### src/rtl/word_shift_pkg.sv
// Shared definitions for the word-shift encoder/decoder pair: default geometry,
// flush FSM state encoding, and width-generic rotate helpers (words up to 64 bits).
package word_shift_pkg;

    localparam int W_DEF     = 8;
    localparam int ROT_A_DEF = 5;
    localparam int ROT_B_DEF = 3;

    typedef enum logic [1:0] {
        IDLE  = 2'd0,
        RUN   = 2'd1,
        DRAIN = 2'd2
    } state_t;

    function automatic logic [63:0] width_mask(input int w);
        return (w >= 64) ? {64{1'b1}} : ((64'd1 << w) - 64'd1);
    endfunction

    // n==0 returns early so the complementary shift never spans the full word
    function automatic logic [63:0] rotl(input logic [63:0] x, input int n, input int w);
        logic [63:0] xm;
        xm = x & width_mask(w);
        if (n == 0) return xm;
        return ((xm << n) | (xm >> (w - n))) & width_mask(w);
    endfunction

    function automatic logic [63:0] rotr(input logic [63:0] x, input int n, input int w);
        logic [63:0] xm;
        xm = x & width_mask(w);
        if (n == 0) return xm;
        return ((xm >> n) | (xm << (w - n))) & width_mask(w);
    endfunction

endpackage

### src/rtl/word_unshift_dec_rotr_stage.sv
// One valid/ready register stage that right-rotates the word by ROT as it is captured.
// The stage loads whenever its output slot is empty or being consumed this cycle.
module rotr_stage
    import word_shift_pkg::*;
#(
    parameter int W   = W_DEF,
    parameter int ROT = 0
) (
    input  logic         clk,
    input  logic         rst,
    input  logic         up_vld,
    input  logic [W-1:0] up_data,
    output logic         up_rdy,
    output logic         dn_vld,
    output logic [W-1:0] dn_data,
    input  logic         dn_rdy
);

    assign up_rdy = !dn_vld | dn_rdy;

    always_ff @(posedge clk or negedge rst) begin
        if (!rst) begin
            dn_vld  <= 1'b0;
            dn_data <= '0;
        end else if (up_rdy) begin
            dn_vld  <= up_vld;
            dn_data <= W'(rotr(64'(up_data), ROT, W));
        end
    end

endmodule

### src/rtl/word_unshift_dec.sv
// Word-shift decoder: rotr ROT_B then rotr ROT_A over two valid/ready stages, with flush/drain.
// Optional delivered-word counter on port word_cnt when WORD_UNSHIFT_CNT_EN is defined.
module word_unshift_dec
    import word_shift_pkg::*;
#(
    parameter int W     = W_DEF,
    parameter int ROT_A = ROT_A_DEF,
    parameter int ROT_B = ROT_B_DEF
) (
    input  logic         clk,
    input  logic         rst,
    input  logic         in_valid,
    output logic         in_ready,
    input  logic [W-1:0] in_data,
    output logic         out_valid,
    input  logic         out_ready,
    output logic [W-1:0] out_data,
    input  logic         flush,
    output logic         flush_done
`ifdef WORD_UNSHIFT_CNT_EN
    ,
    output logic [15:0]  word_cnt
`endif
);

    state_t       state;
    state_t       state_nxt;
    logic         vld_p1;
    logic [W-1:0] data_p1;
    logic         s1_adv;
    logic         s2_adv;
    logic         in_xfer;
    logic         pipe_empty;
    logic         drain_done;
    logic         flush_hold;

    assign in_xfer    = in_valid & in_ready;
    assign pipe_empty = !vld_p1 & !out_valid;
    // flush_hold keeps input blocked after a completed drain until flush is released
    assign in_ready   = s1_adv & (state != DRAIN) & !(flush_hold & flush);

    // stage 1: undo the encoder's second rotate
    rotr_stage #(.W(W), .ROT(ROT_B)) u_stage1 (
        .clk     (clk),
        .rst     (rst),
        .up_vld  (in_xfer),
        .up_data (in_data),
        .up_rdy  (s1_adv),
        .dn_vld  (vld_p1),
        .dn_data (data_p1),
        .dn_rdy  (s2_adv)
    );

    // stage 2: undo the encoder's first rotate, drives the registered outputs
    rotr_stage #(.W(W), .ROT(ROT_A)) u_stage2 (
        .clk     (clk),
        .rst     (rst),
        .up_vld  (vld_p1),
        .up_data (data_p1),
        .up_rdy  (s2_adv),
        .dn_vld  (out_valid),
        .dn_data (out_data),
        .dn_rdy  (out_ready)
    );

    always_comb begin
        state_nxt  = state;
        drain_done = 1'b0;
        case (state)
            IDLE: begin
                if (flush && !flush_hold) state_nxt = DRAIN;
                else if (in_xfer)         state_nxt = RUN;
            end
            RUN: begin
                if (flush)                       state_nxt = DRAIN;
                else if (pipe_empty && !in_xfer) state_nxt = IDLE;
            end
            DRAIN: begin
                if (pipe_empty) begin
                    drain_done = 1'b1;
                    state_nxt  = IDLE;
                end
            end
            default: state_nxt = IDLE;
        endcase
    end

    always_ff @(posedge clk or negedge rst) begin
        if (!rst) begin
            state      <= IDLE;
            flush_done <= 1'b0;
            flush_hold <= 1'b0;
        end else begin
            state      <= state_nxt;
            flush_done <= drain_done;
            flush_hold <= flush & (flush_hold | drain_done);
        end
    end

`ifdef WORD_UNSHIFT_CNT_EN
    always_ff @(posedge clk or negedge rst) begin
        if (!rst)                        word_cnt <= 16'h0000;
        else if (out_valid && out_ready) word_cnt <= word_cnt + 16'd1;
    end
`endif

endmodule

### config.mk
export PLATFORM = sky130hd
export DESIGN_NAME = word_unshift_dec
export DESIGN_NICKNAME = d
export VERILOG_FILES = /design/src/rtl/word_shift_pkg.sv /design/src/rtl/word_unshift_dec_rotr_stage.sv /design/src/rtl/word_unshift_dec.sv
export SDC_FILE = /design/constraint.sdc
export NUM_CORES = 1
export LEC_CHECK = 0
export CAP_MARGIN = 25
export CORE_MARGIN = 3
export CORE_UTILIZATION = 45
export CTS_BUF_LIST = sky130_fd_sc_hd__clkbuf_8
export DETAILED_ROUTE_END_ITERATION = 7
export GPL_ROUTABILITY_DRIVEN = 0
export GPL_TIMING_DRIVEN = 1
export PLACE_DENSITY_LB_ADDON = 0.2
export SYNTH_ARGS = -nofsm -noshare
export SYNTH_HDL_FRONTEND = slang
export SYNTH_SLANG_ARGS = --single-unit
### constraint.sdc
create_clock -name clk -period 3.1 [get_ports clk]
set_clock_uncertainty 0.2 [all_clocks]
set_input_delay 0.62 -clock clk [delete_from_list [all_inputs] [get_ports clk]]
set_output_delay 0.62 -clock clk [all_outputs]
set_load 0.005 [all_outputs]
# Yosys cells after proc, flatten, opt, wreduce, memory -nomap -nowiden
# Index checks and enable logic that the tools add are counted.
# totals
reg_bits	22
in_bits	13
out_inout_bits	11
elab_cells	41
# classes
n_eq_ne	6
n_mux	8
n_bitwise	11
n_reduce_logical	9
# op_table
op	count
2-to-1 mux 2 bit	5
OR 3 x 8 -> 8 bit	1
OR 5 x 8 -> 8 bit	1
AND 1 bit	6
inequality test 3 bit, second input constant	2
case mux 2 bit (3 select lines)	1
logical NOT 1 bit	5
inequality test 2 bit, second input constant	2
OR 1 bit	3
AND reduction 3 bit	1
equality test 2 x 1 -> 1 bit, second input constant	1
equality test 2 bit, second input constant	1
logical AND 1 bit	2
logical NOT 2 bit	1
2-to-1 mux 1 bit	2

# Longest topological paths before layout
# depth
word_depth	11
depth_mapped	3
mapped_depth_nobuf	2

# By module
# A second synthesis with hierarchy kept.
# hier_totals
hier_cells	57
hier_area_um2	939.7
# by_module_without_submodules
module	n_inst	cells_per_inst	area_each_um2	seq_area_each_um2
rotr_stage	2	20	376.6	225.2
word_unshift_dec	1	17	186.4	100.1

# Worst setup path before layout
# No wires, ideal clock.
# synth_timing
path_kind	input-to-output
start	input port out_ready
end	output port in_ready
t_arrival_ns	1.007
required_ns	2.280
slack_ns	1.273
cell_stages	2
path_cell_list	nand3b_1 and3_1
# synth_via
elab_chain_cells	4
# synth_lines
element	line_no	rtl
from (decl)	word_unshift_dec.sv:16	input logic out_ready,
OR 1 bit (2 in a row)	word_unshift_dec_rotr_stage.sv:19	assign up_rdy = !dn_vld | dn_rdy;
AND 1 bit (2 in a row)	word_unshift_dec.sv:40	assign in_ready = s1_adv & (state != DRAIN) & !(flush_hold & flush);
to (decl)	word_unshift_dec.sv:13	output logic in_ready,
# Every way passes these cells.

# Worst setup path after layout
# Ends and elaborated chain as after synthesis.

==> summary.md <==
| Metric | Value |
|---|---|
| Final period util | `91.06%` |
| Worst Hold End | `flush_done` |
| Fin crit period | `2823 ps` |
| Synthesis-to-layout area growth | `34.28%` |
| Grt total ovfl | `0` |
| DRC | `0` |
| Vias | `545` |
| Die Area | `2641 um2` |
| Io pins | `24` |
| Drt initial violations | `9` |
| Top cells by area, synth | `dfrtp_1 59%, mux2_4 23%, buf_6 2.4%` |
| Worst R2R Setup Slack | `1500 ps` |
| Lkg Pwr | `0.5532 nW` |
| CTS H-Tree Depth | `1` |
| Design Power | `1.044 mW` |
| CTS max path bufs | `2` |
| Synth top cells by count | `22 x dfrtp_1, 14 x mux2_4, 2 x buf_6, 2 x mux2_2, 2 x nor2_1` |
| Worst R2R Start | `u_stage2.dn_vld` |
| # rows | `15` |
| CTS sink count | `22` |
| Core area | `1839 um2` |
| Post-synth EDFFs | `0` |
| Layout cells sized above 1 | `27.38%` |
| Syn_area_per_cell | `15.99 um2` |
| PostCTS Resize Cnt | `0` |
| Postcts setup bufs | `0` |
| Antenna violations before repair | `0` |
| Yosys top cell area share | `59.38%` |
| Crit path DAT | `2000 ps` |
| Mapped Area | `927.1 um2` |
| Crit path kind | `input pin to output port` |
| Vias in the first global route | `547` |
| CTS buffer count | `3` |
| Slew Limit Fails | `0` |
| Ant diodes | `0` |
| Fillers | `155` |
| Count of final setup violators | `0` |
| Mapped Nets | `71` |
| Status | `finished clean` |
| Crit path launch type | `input pin` |
| Worst Reg-to-Reg Cells | `2` |
| Worst setup EP type | `output port` |
| Worst-Margin Slew | `513.3 ps` |
| Max-slew headroom | `65.78%` |
| Sequential element share of the synthesized area | `59.38%` |
| Tot GR Track Use | `12.99%` |
| Global-route wire length before repair | `2497 um` |
| Unique cell type count in the Yosys netlist | `21` |
| Clock Tree Root | `clkbuf_8` |
| Main synth FF type | `dfrtp_1` |
| Placed Area | `1174 um2` |
| PD cells | `839.0 nW/um2` |
| Final WL | `1493 um` |
| Die height | `51.39 um` |
| Worst-Skew Late Latency | `260 ps` |
| Final HPWL DP | `1074 um` |
| Cells after Synth | `58` |
| Dpl ws | `300.5 ps` |
| Fin cells | `109` |
| Hold path cells | `1` |
| Crit-path max FO | `4` |
| Async set-reset flop share out of synthesis | `100.0%` |
| Nets | `98` |
| Final worst slack | `277.2 ps` |
| Initial core utilization | `50.41%` |
| Cell with the most instances after synthesis | `dfrtp_1` |
| Max-Cap Viols | `0` |
| Class of the worst hold path | `register to register` |
| Worst Path Required | `2280 ps` |
| Detailed Routing Iterations Pass 1 | `4` |
| Final Instance Area | `1245 um2` |
| VDD IR max | `0.0005871 V` |
| Port Buffers | `23` |
| Cells after DPL | `105` |
| Fmax | `354.3 MHz` |
| Largest area contributor in the netlist | `dfrtp_1` |
| Post-DRT Antenna Nets | `0` |
| Worst-path clk slew | `80 ps` |
| Drt via density | `5.000` |
| RSZ-0062 raised after global routing | `no` |
| Largest net degree at the start of global routing | `23` |
| Synth Register Bits | `22` |
| Synthesis Warnings | `0` |
| Cts hold-fix bufs | `0` |
| Die X | `51.39 um` |
| CTS tree | `built` |
| Wire per inst | `13.70 um` |
| Hold Startpoint | `state[0]` |
| Final count of hold timing violations | `0` |
| FF-to-FF End | `u_stage2.dn_data[2]` |
| Setup TNS | `0 ps` |
==> metal layers <==
metal,GRT usage (%),vias up,wire length [um]
met5,0,-,0
met4,5.240,0,0
met3,3.499,0,81
met2,19.70,16,702
met1,17.51,273,709
li1,-,256,-
==> kinds of logic after synthesis <==
family                 after synthesis  synth area share [%]
flip-flops                          22                 59.38
multiplexers                        16                 25.10
AND/OR/NAND/NOR                     13                 8.910
AO/OA/AOI/OAI                        4                 3.779
buffers and inverters                3                 2.833
==> worst max path at each step <==
stage                     startpoint       end  slack [ps]
after detailed placement   out_ready  in_ready         300
after global placement     out_ready  in_ready         310
final                      out_ready  in_ready         280
after global routing       out_ready  in_ready         200
after CTS                  out_ready  in_ready         270
after floorplan            out_ready  in_ready        1270
==> sequential cells by signal (all words and copies together), names as in the netlist <==
signal,count
u_stage1.dn_data,8
u_stage2.dn_data,8
state,2
flush_done,1
flush_hold,1
u_stage1.dn_vld,1
u_stage2.dn_vld,1
==> area by class of cell <==
type	instances	area [um2]	area share [%]
flip-flops and latches	22	550.5	44.22
multi-input cells	33	350.3	28.14
repair buffers	24	237.7	19.10
clock buffers	3	41.29	3.317
well taps	25	31.28	2.513
clock inverters	1	30.03	2.412
inverters	1	3.754	0.3015
==> placed cells by master (no fill, tap or decap) <==
master            n
a31o_2            1
a32o_1            1
and2b_1           1
and3_1            1
and3b_1           1
buf_4             1
bufinv_16         1
clkbuf_8          3
clkdlybuf4s50_1  23
dfrtp_1          22
inv_1             1
mux2_2            2
mux2_4           14
nand2_1           1
nand2b_1          1
nand3b_1          1
nor2_1            2
nor2b_1           1
nor3b_1           1
nor4b_1           1
o21a_1            1
o32ai_1           1
or2_2             1
or3_1             1
==> power breakdown <==
| group | total [mW] | switching [mW] | internal, mW |
|---|---|---|---|
| logic | 0.341 | 0.103 | 0.239 |
| clock network | 0.263 | 0.0904 | 0.172 |
| registers | 0.440 | 0.0664 | 0.374 |
==> stage by stage <==
step	hold WS [ps]	utilization (%)
4_1_cts	307.2	67.69
3_3_place_gp	277.8	63.81
6_report	305.9	67.69
3_5_place_dp	291.4	63.81
2_1_floorplan	124.4	-
5_1_grt	329.8	67.69
==> worst max-delay path, stage by stage <==
cell and delay (ps):
clkdlybuf4s50_1 490, nand3b_1 210, and3_1 190, clkdlybuf4s50_1 500
Power figures use the tool's default switching activity.
